===== config.mk =====
export PLATFORM = sky130hd
export DESIGN_NAME = div_seq
export DESIGN_NICKNAME = d
export VERILOG_FILES = /design/src/rtl/div_seq.sv
export SDC_FILE = /design/constraint.sdc
export NUM_CORES = 1
export LEC_CHECK = 0
export CAP_MARGIN = 20
export CORE_MARGIN = 2
export CORE_UTILIZATION = 53
export CTS_CLUSTER_DIAMETER = 150
export DETAILED_ROUTE_END_ITERATION = 12
export GPL_TIMING_DRIVEN = 0
export PLACE_DENSITY = 0.76
export SLEW_MARGIN = 10
export SYNTH_ARGS = -nofsm -noshare
export SYNTH_HDL_FRONTEND = slang
export SYNTH_SLANG_ARGS = --single-unit
export TNS_END_PERCENT = 30

===== constraint.sdc =====
create_clock -name i_clk -period 6.05 [get_ports i_clk]
set_input_delay 1.21 -clock i_clk [delete_from_list [all_inputs] [get_ports i_clk]]
set_output_delay 1.21 -clock i_clk [all_outputs]
set_load 0.02 [all_outputs]

===== src/rtl/div_seq.sv =====
// div_seq: multi-cycle sequencer for RV32M DIV/DIVU/REM/REMU.
// One XLEN-bit subtractor is reused over 32 restoring-division steps,
// followed by a sign-fix cycle and an o_valid/i_ready result handshake.
// Divide-by-zero and signed overflow resolve at accept, one cycle later.
// Optional feature macro: DIV_SEQ_FLUSH_EN adds an i_flush abort input.
module div_seq #(
    parameter int XLEN = 32
) (
    input  logic            i_clk,
    input  logic            i_rst_n,
`ifdef DIV_SEQ_FLUSH_EN
    input  logic            i_flush,
`endif
    input  logic            i_start,
    input  logic [1:0]      i_op,
    input  logic [XLEN-1:0] i_dividend,
    input  logic [XLEN-1:0] i_divisor,
    output logic            o_busy,
    output logic            o_valid,
    input  logic            i_ready,
    output logic [XLEN-1:0] o_result
);

    localparam int CW = $clog2(XLEN);
    localparam logic [XLEN-1:0] MIN_NEG = {1'b1, {(XLEN-1){1'b0}}};
    localparam logic [XLEN-1:0] ONE     = {{(XLEN-1){1'b0}}, 1'b1};

    typedef enum logic [1:0] {
        S_IDLE = 2'd0,
        S_CALC = 2'd1,
        S_FIX  = 2'd2,
        S_DONE = 2'd3
    } state_t;

    state_t          r_state;
    state_t          w_next;

    logic [XLEN-1:0] r_q;
    logic [XLEN-1:0] r_rem;
    logic [XLEN-1:0] r_divisor;
    logic [CW-1:0]   r_cnt;
    logic            r_op_rem;
    logic            r_neg_q;
    logic            r_neg_r;
    logic [XLEN-1:0] r_result;

    logic            w_flush;

`ifdef DIV_SEQ_FLUSH_EN
    assign w_flush = i_flush;
`else
    assign w_flush = 1'b0;
`endif

    // ---------------------------------------------------------------
    // Accept-cycle decode: signedness, magnitudes, special cases
    // ---------------------------------------------------------------
    logic            w_signed;
    logic            w_dvd_neg;
    logic            w_dvs_neg;
    logic [XLEN-1:0] w_dvd_mag;
    logic [XLEN-1:0] w_dvs_mag;
    logic            w_div0;
    logic            w_ovf;
    logic            w_special;
    logic [XLEN-1:0] w_spec_q;
    logic [XLEN-1:0] w_spec_r;

    assign w_signed  = ~i_op[0];
    assign w_dvd_neg = w_signed & i_dividend[XLEN-1];
    assign w_dvs_neg = w_signed & i_divisor[XLEN-1];
    assign w_dvd_mag = w_dvd_neg ? (~i_dividend + ONE) : i_dividend;
    assign w_dvs_mag = w_dvs_neg ? (~i_divisor + ONE) : i_divisor;

    assign w_div0    = (i_divisor == '0);
    assign w_ovf     = w_signed & (i_dividend == MIN_NEG) & (i_divisor == '1);
    assign w_special = w_div0 | w_ovf;
    // Divide-by-zero wins over overflow (divisor cannot be both 0 and -1).
    assign w_spec_q  = w_div0 ? '1 : MIN_NEG;
    assign w_spec_r  = w_div0 ? i_dividend : '0;

    // ---------------------------------------------------------------
    // Iteration datapath: shift one dividend bit in, trial-subtract
    // ---------------------------------------------------------------
    logic [XLEN-1:0] w_shifted;
    logic [XLEN-1:0] w_diff;
    logic            w_carry;
    logic            w_take;
    logic [XLEN-1:0] w_rem_nxt;
    logic [XLEN-1:0] w_q_nxt;
    logic [XLEN-1:0] w_q_fix;
    logic [XLEN-1:0] w_rem_fix;

    assign w_shifted = {r_rem[XLEN-2:0], r_q[XLEN-1]};
    assign {w_carry, w_diff} = {1'b0, w_shifted} + {1'b0, ~r_divisor}
                             + {{XLEN{1'b0}}, 1'b1};
    // The shift drops rem[MSB]; when it was set the true partial remainder
    // is >= 2^XLEN and therefore always exceeds the divisor, so subtract
    // regardless of the carry (only reachable with unsigned divisors >= 2^31).
    assign w_take    = w_carry | r_rem[XLEN-1];
    assign w_rem_nxt = w_take ? w_diff : w_shifted;
    assign w_q_nxt   = {r_q[XLEN-2:0], w_take};

    assign w_q_fix   = r_neg_q ? (~r_q + ONE) : r_q;
    assign w_rem_fix = r_neg_r ? (~r_rem + ONE) : r_rem;

    // State register
    always_ff @(posedge i_clk or negedge i_rst_n) begin
        if (!i_rst_n) r_state <= S_IDLE;
        else          r_state <= w_next;
    end

    // Next-state and status outputs; flush overrides every transition
    always_comb begin
        w_next  = r_state;
        o_busy  = 1'b1;
        o_valid = 1'b0;
        case (r_state)
            S_IDLE: begin
                o_busy = 1'b0;
                if (i_start) w_next = w_special ? S_DONE : S_CALC;
            end
            S_CALC: if (r_cnt == '0) w_next = S_FIX;
            S_FIX:  w_next = S_DONE;
            S_DONE: begin
                o_valid = 1'b1;
                if (i_ready) w_next = S_IDLE;
            end
            default: w_next = S_IDLE;
        endcase
        if (w_flush) w_next = S_IDLE;
    end

    // Operand capture, iteration, sign fix and result register
    always_ff @(posedge i_clk or negedge i_rst_n) begin
        if (!i_rst_n) begin
            r_q       <= '0;
            r_rem     <= '0;
            r_divisor <= '0;
            r_cnt     <= '0;
            r_op_rem  <= 1'b0;
            r_neg_q   <= 1'b0;
            r_neg_r   <= 1'b0;
            r_result  <= '0;
        end else if (!w_flush) begin
            case (r_state)
                S_IDLE: begin
                    if (i_start) begin
                        r_op_rem  <= i_op[1];
                        r_neg_q   <= w_dvd_neg ^ w_dvs_neg;
                        r_neg_r   <= w_dvd_neg;
                        r_divisor <= w_dvs_mag;
                        r_cnt     <= CW'(XLEN-1);
                        if (w_special) begin
                            r_q      <= w_spec_q;
                            r_rem    <= w_spec_r;
                            r_result <= i_op[1] ? w_spec_r : w_spec_q;
                        end else begin
                            r_q      <= w_dvd_mag;
                            r_rem    <= '0;
                        end
                    end
                end
                S_CALC: begin
                    r_rem <= w_rem_nxt;
                    r_q   <= w_q_nxt;
                    r_cnt <= r_cnt - CW'(1);
                end
                S_FIX: begin
                    r_q      <= w_q_fix;
                    r_rem    <= w_rem_fix;
                    r_result <= r_op_rem ? w_rem_fix : w_q_fix;
                end
                default: ;
            endcase
        end
    end

    assign o_result = r_result;

endmodule


After elaboration in Yosys (flattened, before gate mapping)
Cells that the tools add are included.
{"block": "totals", "in_bits": 70, "regBits": 138, "word_cells": 76, "out_inout_bits": 34}
{"block": "classes", "mux": 27, "reduce_logical": 11, "eq_ne": 9, "add_sub_neg": 7, "n_bitwise": 13}
{"operator": "$mux 32", "count": 14}
{"operator": "$pmux 32 s3", "count": 2}
{"operator": "$not 32->32", "count": 5}
{"operator": "$add 32x1->32 const B", "count": 4}
{"operator": "$eq 32x32->1 const B", "count": 2}
{"operator": "$pmux 32 s2", "count": 1}
{"operator": "$add 32x32->33", "count": 1}
{"operator": "$add 33x1->33 const B", "count": 1}
{"operator": "$logic_not 32->1", "count": 1}
{"operator": "$mux 31", "count": 1}
{"operator": "$pmux 5 s2", "count": 1}
{"operator": "$mux 2", "count": 4}
{"operator": "$ne 2x2->1 const B", "count": 4}
{"operator": "$pmux 2 s4", "count": 1}
{"operator": "$reduce_and 2->1", "count": 3}
{"operator": "$reduce_and 3->1", "count": 2}
{"operator": "$logic_not 5->1", "count": 1}
{"operator": "$mux 5", "count": 1}
{"operator": "$sub 5x1->5 const B", "count": 1}
{"operator": "$and 1x1->1", "count": 4}
{"operator": "$eq 2x2->1 const B", "count": 2}
{"operator": "$reduce_bool 2->1", "count": 2}
{"operator": "$reduce_bool 3->1", "count": 1}
{"operator": "$eq 2x1->1 const B", "count": 1}
{"operator": "other kinds (5)", "count": 7}

Logic depth before layout (Yosys ltp)
Gate-level depths: netlist of run 1.
{"block": "depth", "word_depth": 7, "mapped_depth": 15, "mapped_depth_nobuf": 13}

Least setup slack after synthesis of run 1
No wires, ideal clock.
{"block": "synth_timing", "kind": "input-to-reg", "start": "in i_dividend[6]", "end": "reg r_result[31] (netlist: o_result[31])", "t_arrival_ns": 3.479, "slack_ns": 2.450, "setup_time_ns": 0.121, "path_stages": 10, "path_cell_list": "or4_4 -> or3_1 -> buf_2 -> nor3_4 -> nand3_1 -> nand4b_4 -> nor2b_4 -> a2bb2oi_2 -> buf_6 -> a22o_1"}
{"block": "synth_via", "elab_chain_cells": 6}
{"element": "start, declared", "line": "16", "text": "input logic [XLEN-1:0] i_dividend,"}
{"element": "$eq 32x32->1", "line": "76", "text": "assign w_ovf = w_signed & (i_dividend == MIN_NEG) & (i_divisor == '1);"}
{"element": "$and 1x1->1 (2 in a row)", "line": "76"}
{"element": "$or 1x1->1", "line": "77", "text": "assign w_special = w_div0 | w_ovf;"}
{"element": "$ne 2x2->1 (no line)"}
{"element": "$reduce_and 3->1 (no line)"}
{"element": "end signal, assigned", "line": "157", "text": "r_result <= i_op[1] ? w_spec_r : w_spec_q;"}
{"element": "end signal, assigned", "line": "172", "text": "r_result <= r_op_rem ? w_rem_fix : w_q_fix;"}
{"element": "end, declared", "line": "45", "text": "logic [XLEN-1:0] r_result;"}
No other way between the ends.
A chain may end at the register's enable or synchronous reset.

Final worst setup path of run 1
{"block": "layout_timing", "start": "in i_dividend[6]", "end": "reg r_result[21] (netlist: o_result[21])"}
The elaborated chain is that of the path after synthesis.

==> impl_metrics.toml, run 1 <==
[status]
run_status = "completed"

[worst_setup_path]
critical_path_class = "primary input to flop"
cpLargestDelayFamily = "simple AND/OR/NAND/NOR gates"
cp_slowest_cell = "clkdlybuf4s50_1"
worstPathCellList = "clkdlybuf4s50_1 > or4_4 > or3_1 > buf_2 > nor3_4 > nand3_1 > nand4b_4 > nor2b_4 > a2bb2oi_2 > buf_6 > a21oi_1 > a21o_1"
cp.buffers_inverters = 3
critical_path_peak_fanout = 10
crit_required_ns = 6.43
worst_path_max_stage_delay_ns = 0.64
cp-start-kind = "primary input"
critical_path_arrival_ns = 5.20
critical_path.endpoint_type = "flop"

[placed_design]
placement.io_buffers = 103
place.detailed.hpwl_um = 36500
dpl-instance-area_um2 = 13400
place.gp.congestion = 1.01

[floorplanning]
floorplan.die.width_um = 154
io_pins = 104
number_of_cell_rows = 54
initial_utilization_pct = 54.4
die_h_um = 154
die-area_um2 = 23700
core_footprint_um2 = 22000

[sta]
skew_ns = 0.0115
final_hold_viol_count = 0
slew-limit-headroom_pct = 25.5
fmaxAchievable_mhz = 207
timing.final.crit_share_pct = 79.7
finalSetupTns_ns = 0
timing.final.max_slew_violations = 0
timing_worst_slew_pin_value_ns = 1.11
finalSetupViolations = 0
period_minus_slack_ns = 4.82
rsz0062_at_grt = "no"

[power]
power_density_nw_per_um2 = 728
clockPowerShare_pct = 11.6
internal_power_uw = 4590
share_comb_of_total_power_pct = 69.2
p_leak_uw = 0.00554
p_total_uw = 10200
max-vdd-ir-drop_v = 0.000253
power_frac_seq_pct = 19.2
switching_power_uw = 5590
p_sw_share_pct = 54.9

[global_routing]
grt_antenna_before_repair = 0
grt_max_degree = 78
grt_first_pass_wirelength_um = 72700
overall_fraction_of_global_route_tracks_in_use_pct = 40.3
globalRouteOverflowTotal = 0
grt_pass1_vias = 12300

[clocking]
cts_tree = "yes"
post_cts_resized = 0
clockRootBuffer = "clkbuf_16"
cts.clk_slew.worst_paths_ns = 0.06
clock_tree.buffer_depth = 2
htreeDepth = 4
cts_made_buffers = 17
holdBufCountCts = 0
worst_skew_pair.late_latency_ns = 0.45
cts_setup_buffers = 0
clock-sinks = 138

[worst_hold_path]
holdCritPathClass = "flop to flop"

[routing]
remaining_drc_errors = 0
detail_route.wl_per_cell_um = 24.0
route.antenna.remaining_nets = 0
drt_pass1_iterations = 8
route.vias.total = 13000
total_routed_length_um = 47800
detailed_route_iter0_violations = 1596
route.detailed.vias_per_inst = 6.56

[logic_synthesis]
dominantRegCellSynth = "dfrtp_1"
seq_area_frac_synth_pct = 28.9
post_synth_cell_types = 77
yosys_register_bits = 138
synth_area_per_cell_um2 = 7.59
synth_edf_count = 0
synth_largest_area_cell = "dfrtp_1"
ys_async_sr_fraction_pct = 100
synth_largest_type_area_fraction_pct = 28.9
total_of_warnings_raised_by_yosys = 0
synth_instances = 1572
synth_area_leaders = "dfrtp_1, o21ai_0, nand2_1"
synthesized_nets = 1686
synthTopCellsByCount = "nand2_1, o21ai_0, a21oi_1, dfrtp_1, nor2_1"
synth.most_common_cell = "nand2_1"
post_synth_instance_area_um2 = 11900

[final_layout]
area_growth_pct = 17.1
insertedDiodeCount = 0
final_layout_size_suffix_gt1_share_pct = 4.22
post-route-cell-area_um2 = 14000
finalNetCount = 1809

[run]
maxCapViolCount = 0
[stage by stage]
stage	hold slack, ns	worst slack [ns]	instances	utilization [%]
floorplan	0.450	2.45	1572	-
global placement	0.461	-1.98	1955	60.7
detailed placement	0.465	1.07	1956	60.8
CTS	0.480	1.50	1987	63.7
global route	0.488	1.18	1987	63.7
finish	0.475	1.23	1987	63.7
[final timing paths]
path | startpoint | end | slack (ns) | depth (start not counted)
worst max-delay path | i_dividend[6] | o_result[21]$_DFFE_PN0P_ | 1.23 | 12
worst min-delay path | r_divisor[8]$_DFFE_PN0P_ | r_divisor[8]$_DFFE_PN0P_ | 0.48 | 2
worst max register to register | r_state[0]$_DFFE_PN0P_ | r_rem[28]$_DFFE_PN0P_ | 1.84 | 9
worst min register to register | r_divisor[8]$_DFFE_PN0P_ | r_divisor[8]$_DFFE_PN0P_ | 0.48 | 2
max in group asynchronous | i_rst_n | r_divisor[16]$_DFFE_PN0P_ | 4.59 | 2
min in group asynchronous | i_rst_n | r_q[6]$_DFFE_PN0P_ | 0.69 | 1
[state kept, by name (all words and copies together) (netlist names)]
signal	count
r_neg_q	1
o_result	32
r_q	32
r_state	2
r_neg_r	1
r_rem	32
r_cnt	5
r_op_rem	1
r_divisor	32
[per-layer routing]
metal  vias up  GRT usage (%)  wire length [µm]
met5         -              0                 0
met4         0           25.5              3150
met3       188           9.75              4870
met2       815           62.8             21300
met1      6085           50.1             18400
li1       5939              -                 -
[worst register-to-register path, stage by stage, from the launching register on]
cell and delay [ns]:
dfrtp_1 0.40, inv_1 0.11, ha_1 0.15, clkbuf_1 0.37, clkinv_1 0.48, a21boi_1 1.01
clkbuf_1 0.56, clkbuf_1 0.72, a32oi_1 0.17, o211ai_1 0.14
[kinds of logic after synthesis]
| group | Yosys count | share of synthesized area (%) |
|---|---|---|
| simple gates | 502 | 19.6 |
| compound gates | 573 | 30.1 |
| xor+xnor | 141 | 10.3 |
| flops | 138 | 28.9 |
| fa+ha+maj | 44 | 4.67 |
| buf+inv | 163 | 5.33 |
| mux | 11 | 0.975 |
[power by group through the flow]
stage	combinational [µW]	sequential, µW	clock, µW
6_report	7040	1960	1180
5_1_grt	7620	2010	1200
4_1_cts	6810	1930	1170
3_5_place_dp	6760	1950	0
3_3_place_gp	6660	1940	0
2_1_floorplan	4540	1910	0
[cell usage in the layout (no fill, tap or decap), drive strengths merged, types with 14 or more instances in the layout]
cell           instances
nand2                204
a21oi                146
or3                   22
nand4                 14
ha                    43
xnor2                 80
a221oi                24
buf                   19
a211oi                21
inv                   60
nand3                 30
o211ai                16
a31oi                 26
nand2b                14
o21ai                194
dfrtp                138
nor3                  46
clkdlybuf4s50        102
xor2                  61
o31ai                 41
clkbuf               106
nor2                 118
a21o                  33
[cell type report]
| class | count | area, µm² |
|---|---|---|
| multi-input cells | 1271 | 7850 |
| inverters | 61 | 229 |
| flip-flops and latches | 138 | 3450 |
| fillers | 1981 | 7980 |
| plain buffers | 102 | 408 |
| clock inverters | 10 | 168 |
| repair buffers | 104 | 1060 |
| well taps | 280 | 350 |
| clock buffers | 21 | 460 |
Note: power is estimated with default switching activity, not from simulation.
==> run 2, diff against run 1 <==
==> constraint.sdc (replaced) <==
create_clock -name i_clk -period 5 [get_ports i_clk]
set_input_delay 1 -clock i_clk [delete_from_list [all_inputs] [get_ports i_clk]]
set_output_delay 1 -clock i_clk [all_outputs]
set_load 0.02 [all_outputs]
==> results of run 2 <==
The final DEF is identical to that of run 1. Status: completed.
Main changes from that run: setup slack after placement 1.07 ns -> 0.225 ns; clock-pin slew on the worst setup and hold paths 0.06 ns -> 0.07 ns; setup slack after layout 1.23 ns -> 0.390 ns; register-to-register setup slack 1.84 ns -> 0.79 ns; total power 10200 µW -> 12300 µW; worst IR drop on VDD 0.000253 V -> 0.000306 V
